[src/rtl/txhex_pkg.sv]
// Shared definitions for the hex-string transmitter.
// Contents:
//   state_t    - formatter FSM states
//   CH_*       - fixed characters: "0", "x", CR, LF
//   hex2ascii  - one nibble to its ASCII hex digit, upper or lower case
package txhex_pkg;

  typedef enum logic [2:0] {
    S_IDLE = 3'd0,
    S_PFX0 = 3'd1,
    S_PFXX = 3'd2,
    S_DIG  = 3'd3,
    S_CR   = 3'd4,
    S_LF   = 3'd5
  } state_t;

  localparam logic [7:0] CH_ZERO = 8'h30;
  localparam logic [7:0] CH_X    = 8'h78;
  localparam logic [7:0] CH_CR   = 8'h0d;
  localparam logic [7:0] CH_LF   = 8'h0a;

  // 0x37 + 10 = 'A', 0x57 + 10 = 'a'
  function automatic logic [7:0] hex2ascii(input logic [3:0] nibble, input logic upper);
    logic [7:0] n8;
    n8 = {4'h0, nibble};
    if (nibble < 4'd10)
      return 8'h30 + n8;
    else if (upper)
      return 8'h37 + n8;
    else
      return 8'h57 + n8;
  endfunction

endpackage

[src/rtl/txuart.sv]
// Minimal 8N1 UART transmitter (no reset).
// Ports:
//   clk     - clock
//   wr      - write strobe; the byte is taken when busy is low
//   data    - byte to send, LSB first
//   uart_tx - serial line, idles high
//   busy    - high from the cycle after a write until the stop bit ends
// Each bit, start and stop included, lasts CLOCKS_PER_BAUD cycles.
module txuart #(
  parameter logic [23:0] CLOCKS_PER_BAUD = 24'd868
) (
  input  logic       clk,
  input  logic       wr,
  input  logic [7:0] data,
  output logic       uart_tx,
  output logic       busy
);

  logic [23:0] baud_cnt;
  logic [3:0]  bits_left;
  logic [8:0]  shreg;
  logic        busy_r;
  // The line is stored inverted so an all-zero power-up state idles high.
  logic        line_n;

  always_ff @(posedge clk) begin
    if (!busy_r) begin
      if (wr) begin
        busy_r    <= 1'b1;
        line_n    <= 1'b1;
        shreg     <= {1'b1, data};
        bits_left <= 4'd9;
        baud_cnt  <= CLOCKS_PER_BAUD - 24'd1;
      end
    end else if (baud_cnt != 24'd0) begin
      baud_cnt <= baud_cnt - 24'd1;
    end else if (bits_left != 4'd0) begin
      line_n    <= ~shreg[0];
      shreg     <= {1'b1, shreg[8:1]};
      bits_left <= bits_left - 4'd1;
      baud_cnt  <= CLOCKS_PER_BAUD - 24'd1;
    end else begin
      busy_r <= 1'b0;
    end
  end

  assign uart_tx = ~line_n;
  assign busy    = busy_r;

endmodule

[src/rtl/txhex_fmt.sv]
// Formats a DW-bit word as ASCII hex on a UART: optional "0x", MSB-first
// digits (optionally without leading zeros), then "\r\n".
// Ports:
//   i_clk, i_reset - clock, synchronous active-high reset
//   i_stb          - request strobe, taken only while o_busy is low
//   i_data         - value to print
//   i_prefix       - emit "0x" first
//   i_zsup         - drop leading zero digits (the last digit is always sent)
//   i_upper        - digits a-f as "A"-"F"
//   o_busy         - request in progress or UART still shifting
//   o_done         - one-cycle pulse when "\n" is taken by the UART
//   o_uart_tx      - serial line
// DW must be a multiple of 4 in 4..64.
module txhex_fmt
  import txhex_pkg::*;
#(
  parameter int UART_SETUP = 868,
  parameter int DW         = 32
) (
  input  logic          i_clk,
  input  logic          i_reset,
  input  logic          i_stb,
  input  logic [DW-1:0] i_data,
  input  logic          i_prefix,
  input  logic          i_zsup,
  input  logic          i_upper,
  output logic          o_busy,
  output logic          o_done,
  output logic          o_uart_tx
);

  localparam int ND = DW / 4;
  localparam int CW = $clog2(ND + 1);

  state_t        state;
  logic [DW-1:0] sreg;
  logic [CW-1:0] cnt;
  logic          zsup_q;
  logic          upper_q;
  logic          seen_nz;

  logic          tx_stb;
  logic          tx_busy;
  logic [7:0]    tx_data;
  logic [3:0]    nibble;
  logic          skip;
  logic          consume;

  assign nibble = sreg[DW-1 -: 4];

  // A leading zero is dropped without a UART handshake, one cycle each.
  assign skip    = (state == S_DIG) && zsup_q && !seen_nz
                   && (nibble == 4'h0) && (cnt > CW'(1));
  assign tx_stb  = (state != S_IDLE) && !skip;
  assign consume = tx_stb && !tx_busy;
  assign o_done  = (state == S_LF) && !tx_busy;
  assign o_busy  = (state != S_IDLE) || tx_busy;

  always_comb begin
    tx_data = CH_ZERO;
    case (state)
      S_PFX0:  tx_data = CH_ZERO;
      S_PFXX:  tx_data = CH_X;
      S_DIG:   tx_data = hex2ascii(nibble, upper_q);
      S_CR:    tx_data = CH_CR;
      S_LF:    tx_data = CH_LF;
      default: tx_data = CH_ZERO;
    endcase
  end

  always_ff @(posedge i_clk) begin
    if (i_reset) begin
      state   <= S_IDLE;
      sreg    <= '0;
      cnt     <= '0;
      zsup_q  <= 1'b0;
      upper_q <= 1'b0;
      seen_nz <= 1'b0;
    end else begin
      case (state)
        S_IDLE: begin
          if (i_stb && !o_busy) begin
            sreg    <= i_data;
            zsup_q  <= i_zsup;
            upper_q <= i_upper;
            cnt     <= CW'(ND);
            seen_nz <= 1'b0;
            state   <= i_prefix ? S_PFX0 : S_DIG;
          end
        end
        S_PFX0: if (consume) state <= S_PFXX;
        S_PFXX: if (consume) state <= S_DIG;
        S_DIG: begin
          if (skip || consume) begin
            sreg <= sreg << 4;
            cnt  <= cnt - CW'(1);
            if (!skip) seen_nz <= 1'b1;
            // skip implies cnt > 1, so only a sent digit can end the field
            if (cnt == CW'(1)) state <= S_CR;
          end
        end
        S_CR:    if (consume) state <= S_LF;
        S_LF:    if (consume) state <= S_IDLE;
        default: state <= S_IDLE;
      endcase
    end
  end

`ifdef FORMAL
  // Free-running UART stand-in: it must go busy right after taking a character.
  (* anyseq *) logic f_busy;
  (* anyseq *) logic f_tx;
  logic f_taken;

  assign tx_busy   = f_busy;
  assign o_uart_tx = f_tx;

  always_ff @(posedge i_clk) begin
    if (i_reset) f_taken <= 1'b0;
    else         f_taken <= consume;
  end

  always_comb begin
    if (f_taken) assume (tx_busy);
  end
`else
  txuart #(
    .CLOCKS_PER_BAUD(24'(UART_SETUP))
  ) u_txuart (
    .clk     (i_clk),
    .wr      (tx_stb),
    .data    (tx_data),
    .uart_tx (o_uart_tx),
    .busy    (tx_busy)
  );
`endif

endmodule

[config.mk]
export PLATFORM = sky130hd
export DESIGN_NAME = txhex_fmt
export DESIGN_NICKNAME = d
export VERILOG_FILES = /design/src/rtl/txhex_pkg.sv /design/src/rtl/txuart.sv /design/src/rtl/txhex_fmt.sv
export SDC_FILE = /design/constraint.sdc
export NUM_CORES = 1
export LEC_CHECK = 0
export CAP_MARGIN = 10
export CORE_MARGIN = 2
export CORE_UTILIZATION = 63
export CTS_CLUSTER_DIAMETER = 100
export DETAILED_ROUTE_END_ITERATION = 8
export PLACE_DENSITY = 0.95
export SYNTH_ARGS = -nofsm -noshare
export SYNTH_HDL_FRONTEND = slang
export SYNTH_SLANG_ARGS = --single-unit
[constraint.sdc]
create_clock -name i_clk -period 5.06 [get_ports i_clk]
set_input_delay 1.012 -clock i_clk [delete_from_list [all_inputs] [get_ports i_clk]]
set_output_delay 1.012 -clock i_clk [all_outputs]
set_load 0.02 [all_outputs]
==> results.yml <==
hold_path:
  hp-start: "sreg[28]"
  hold_path_end: "sreg[28]"
  hold_depth: 1
  min_path_type: "reg2reg"
setup_path:
  path_class: "reg2reg"
  arrival_ns: 3.52
  crit_family: "simple AND/OR/NAND/NOR gates"
  r2r-start: "u_txuart.baud_cnt[0]"
  crit_slowest_cell: "o21ai_1"
  cp_max_fo: 13
  cp-start-kind: "register"
  timing.rr.end: "u_txuart.baud_cnt[8]"
  end_kind: "register"
  max_stage_delay_ns: 0.81
  cp_cell_sequence: "inv_1 -> ha_1 -> nor2b_1 -> nand4_4 -> o21ai_1 -> nand3_1 -> buf_4"
  cp_num_buf_inv: 2
  required_ns: 5.16
  worst-r2r-setup-slack_ns: 1.64
  reg2reg_depth: 7
routing:
  drt-pass1-iter-count: 5
  drc: 0
  vias_per_cell: 6.40
  num_vias: 3588
  antenna_left: 0
  wirelength_mm: 9.50
  initialDrtViolationCount: 384
  routedWlPerCell_um: 16.9
timing:
  drv_slew: 0
  rsz0062_at_grt: "no"
  finalCritPeriodShare_pct: 67.7
  setup_viol: 0
  max-slew-margin-rel_pct: 26.4
  timing.final.hold_violations: 0
  hold_slack_ns: 0.478
  tightestPinTransition_ns: 1.10
  clock_skew_ns: 0.00924
  fin_setup_tns_ns: 0
  fmax_mhz: 292
  period_needed_ns: 3.42
clocking:
  post_cts_resized: 0
  clk-insertion-delay-late_ns: 0.35
  post-cts-setup-buffers: 0
  clkTransAtPathRegs_ns: 0.08
  cts_num_sinks: 80
  hold_buffers: 0
  cts_buffers: 9
  cts_htree_levels: 3
  clk_path_buf_depth: 2
  cts_tree: "built"
  cts_root_buffer: "clkbuf_8"
run:
  drv_cap: 0
global_routing:
  grt_pass1_vias: 3404
  grt.overflow.total: 0
  grt_max_degree: 46
  grt_usage_pct: 25.4
  antenna_found_initial: 0
  grt_first_pass_wirelength_mm: 15.9
die:
  rows: 31
  dieArea_sq_um: 8030
  initial_utilization_pct: 64.3
  fp.dieH_um: 89.6
  io_pins: 41
  core-area_sq_um: 7180
  die_x_um: 89.6
status:
  status: "completed"
synth:
  yosysUniqueCellTypes: 68
  synth_fa_ha_area_share_pct: 2.17
  yosys.area_share.xor_xnor_pct: 2.66
  syn_inst: 433
  synth_compound_area_share_pct: 24.2
  syn-cell-area_sq_um: 4610
  yosys_most_used_dff: "dfxtp_1"
  synth_seq_area_share_pct: 42.7
  syn_avg_cell_area_sq_um: 10.7
  synthSimpleGateAreaFrac_pct: 15.0
  synth_top_family_by_area: "compound AO/OA/AOI/OAI gates"
  yosysWarningCount: 0
  synth.net_count: 479
  synth_edf_count: 37
  synth-seq-cells: 80
  synth-async-reset-ratio_pct: 0
  synth_mux_area_share_pct: 7.38
final_layout:
  final_net_count: 503
  antenna_cells: 0
  area_delta_synth_final_pct: 12.3
  fin_util_pct: 72.2
  nFillCells: 498
  final_layout_size_suffix_gt1_share_pct: 11.9
pwr:
  pwr-share-comb_pct: 18.3
  internal-power_mw: 1.16
  p_leak_nw: 1.95
  power_density_nw_per_um2: 320
  clkPwrFrac_pct: 26.9
  ir_worst_vdd_mv: 0.173
  power_frac_seq_pct: 54.7
  switching_share_pct: 30.2
  p_sw_uw: 501
place:
  dpl.hpwl_mm: 6.25
  routabilityCongestion: 0.820
  port-buffer-count: 40
-- per-stage QoR --
stage,setup WS (ns),power [mW],instance area (sq um),instances
after floorplan,2.31,1.12,4610,433
after global placement,1.75,1.20,5000,545
after detailed placement,1.63,1.22,5000,545
after CTS,1.61,1.67,5180,561
after global routing,1.35,1.75,5180,561
final,1.64,1.66,5180,561
-- final cells by class --
cell class / instances / area, sq um / share of cell area, %
clock buffers: 13 / 171 / 3.31
clock inverters: 3 / 15.0 / 0.290
inverters: 19 / 71.3 / 1.38
multi-input cells: 300 / 2380 / 46.0
flip-flops and latches: 80 / 1970 / 38.0
well taps: 99 / 124 / 2.39
repair buffers: 47 / 448 / 8.64
-- cells in the mapped netlist, types with 2 or more instances --
| cell type | count | share of area, % |
|---|---|---|
| dfxtp_1 | 43 | 19 |
| edfxtp_1 | 37 | 24 |
| mux2i_1 | 34 | 7.4 |
| a31o_1 | 30 | 5.7 |
| nand2_1 | 30 | 2.4 |
| nor2_1 | 26 | 2.1 |
| a21oi_1 | 17 | 1.8 |
| inv_1 | 17 | 1.4 |
| a2111oi_2 | 15 | 4.9 |
| clkbuf_1 | 14 | 1.1 |
| buf_2 | 11 | 1.2 |
| a2111oi_1 | 9 | 2.0 |
| nor3_1 | 9 | 0.98 |
| xor2_1 | 9 | 1.7 |
| ha_1 | 8 | 2.2 |
| o31ai_1 | 8 | 1.3 |
| a2111oi_0 | 7 | 1.3 |
| o21ai_0 | 7 | 0.76 |
| or4_1 | 7 | 1.1 |
| a32o_1 | 6 | 1.3 |
| buf_6 | 6 | 1.5 |
| nand3_1 | 6 | 0.65 |
| nor2b_1 | 5 | 0.68 |
| xnor2_1 | 5 | 0.95 |
| a211oi_1 | 4 | 0.65 |
| a2bb2oi_1 | 3 | 0.57 |
| buf_4 | 3 | 0.49 |
| nand3b_1 | 3 | 0.49 |
| nand4_1 | 3 | 0.41 |
| o211ai_1 | 3 | 0.49 |
| o21ai_1 | 3 | 0.33 |
| or3_1 | 3 | 0.41 |
| a21o_1 | 2 | 0.33 |
| nand2b_1 | 2 | 0.27 |
| nand4b_1 | 2 | 0.38 |
| nor2_2 | 2 | 0.27 |
| nor4_4 | 2 | 0.92 |
| o311ai_1 | 2 | 0.38 |
-- flip-flops by register name, indices dropped and copies added, names as in the netlist --
name / count
cnt: 4
seen_nz: 1
sreg: 32
state: 3
u_txuart.baud_cnt: 24
u_txuart.bits_left: 4
u_txuart.busy: 1
u_txuart.line_n: 1
u_txuart.shreg: 8
upper_q: 1
zsup_q: 1
-- cells in the final DEF (no fill, tap or decap), types with 2 or more instances in the layout --
cell	instances
dfxtp_1	43
clkdlybuf4s50_1	39
edfxtp_1	37
mux2i_1	34
nand2_1	30
a31o_1	30
nor2_1	26
inv_1	17
a21oi_1	17
a2111oi_2	15
clkbuf_8	10
xor2_1	9
nor3_1	9
a2111oi_1	9
ha_1	8
o21ai_0	7
o31ai_1	7
a2111oi_0	7
or4_1	7
buf_4	7
a32o_1	6
nand3_1	6
xnor2_1	5
nor2b_1	5
a211oi_1	4
a2bb2oi_1	3
nand3b_1	3
o211ai_1	3
or3_1	3
nand4_1	3
clkinv_2	3
a21o_1	2
nor4_4	2
nand4b_1	2
o21ai_1	2
nor2_2	2
o311ai_1	2
nand2b_1	2
-- metal layers --
metal	track usage, %	part of all wire [%]	vias up
met1	32.4	43	1727
met4	10.2	1.9	0
met3	5.39	5.4	19
met5	0	0	-
li1	-	-	1730
met2	42.2	50	112
-- how the worst max path moves through the flow --
stage,depth (start not counted),slack (ns),to,startpoint
2_1_floorplan,6,2.31,u_txuart.bits_left[0],u_txuart.baud_cnt[0]
3_3_place_gp,6,1.75,sreg[4],i_stb
3_5_place_dp,6,1.63,sreg[18],i_stb
4_1_cts,7,1.61,u_txuart.baud_cnt[8],u_txuart.baud_cnt[0]
5_1_grt,7,1.35,u_txuart.baud_cnt[8],u_txuart.baud_cnt[0]
6_report,7,1.64,u_txuart.baud_cnt[8],u_txuart.baud_cnt[0]
-- power groups by stage --
stage | Sequential (mW) | Clock (mW) | Combinational (mW)
floorplan | 0.896 | 0 | 0.226
global placement | 0.910 | 0 | 0.285
detailed placement | 0.921 | 0 | 0.302
CTS | 0.907 | 0.454 | 0.305
global route | 0.921 | 0.483 | 0.341
finish | 0.908 | 0.447 | 0.304
-- cell families (layout without fill, tap and decap cells) --
family          Yosys count  count (layout)
mux                      34              34
flops                    80              80
simple gates            116             116
fa+ha+maj                 8               8
buf+inv                  53              82
compound gates          128             128
xor+xnor                 14              14
(Power assumes the default switching activity.)
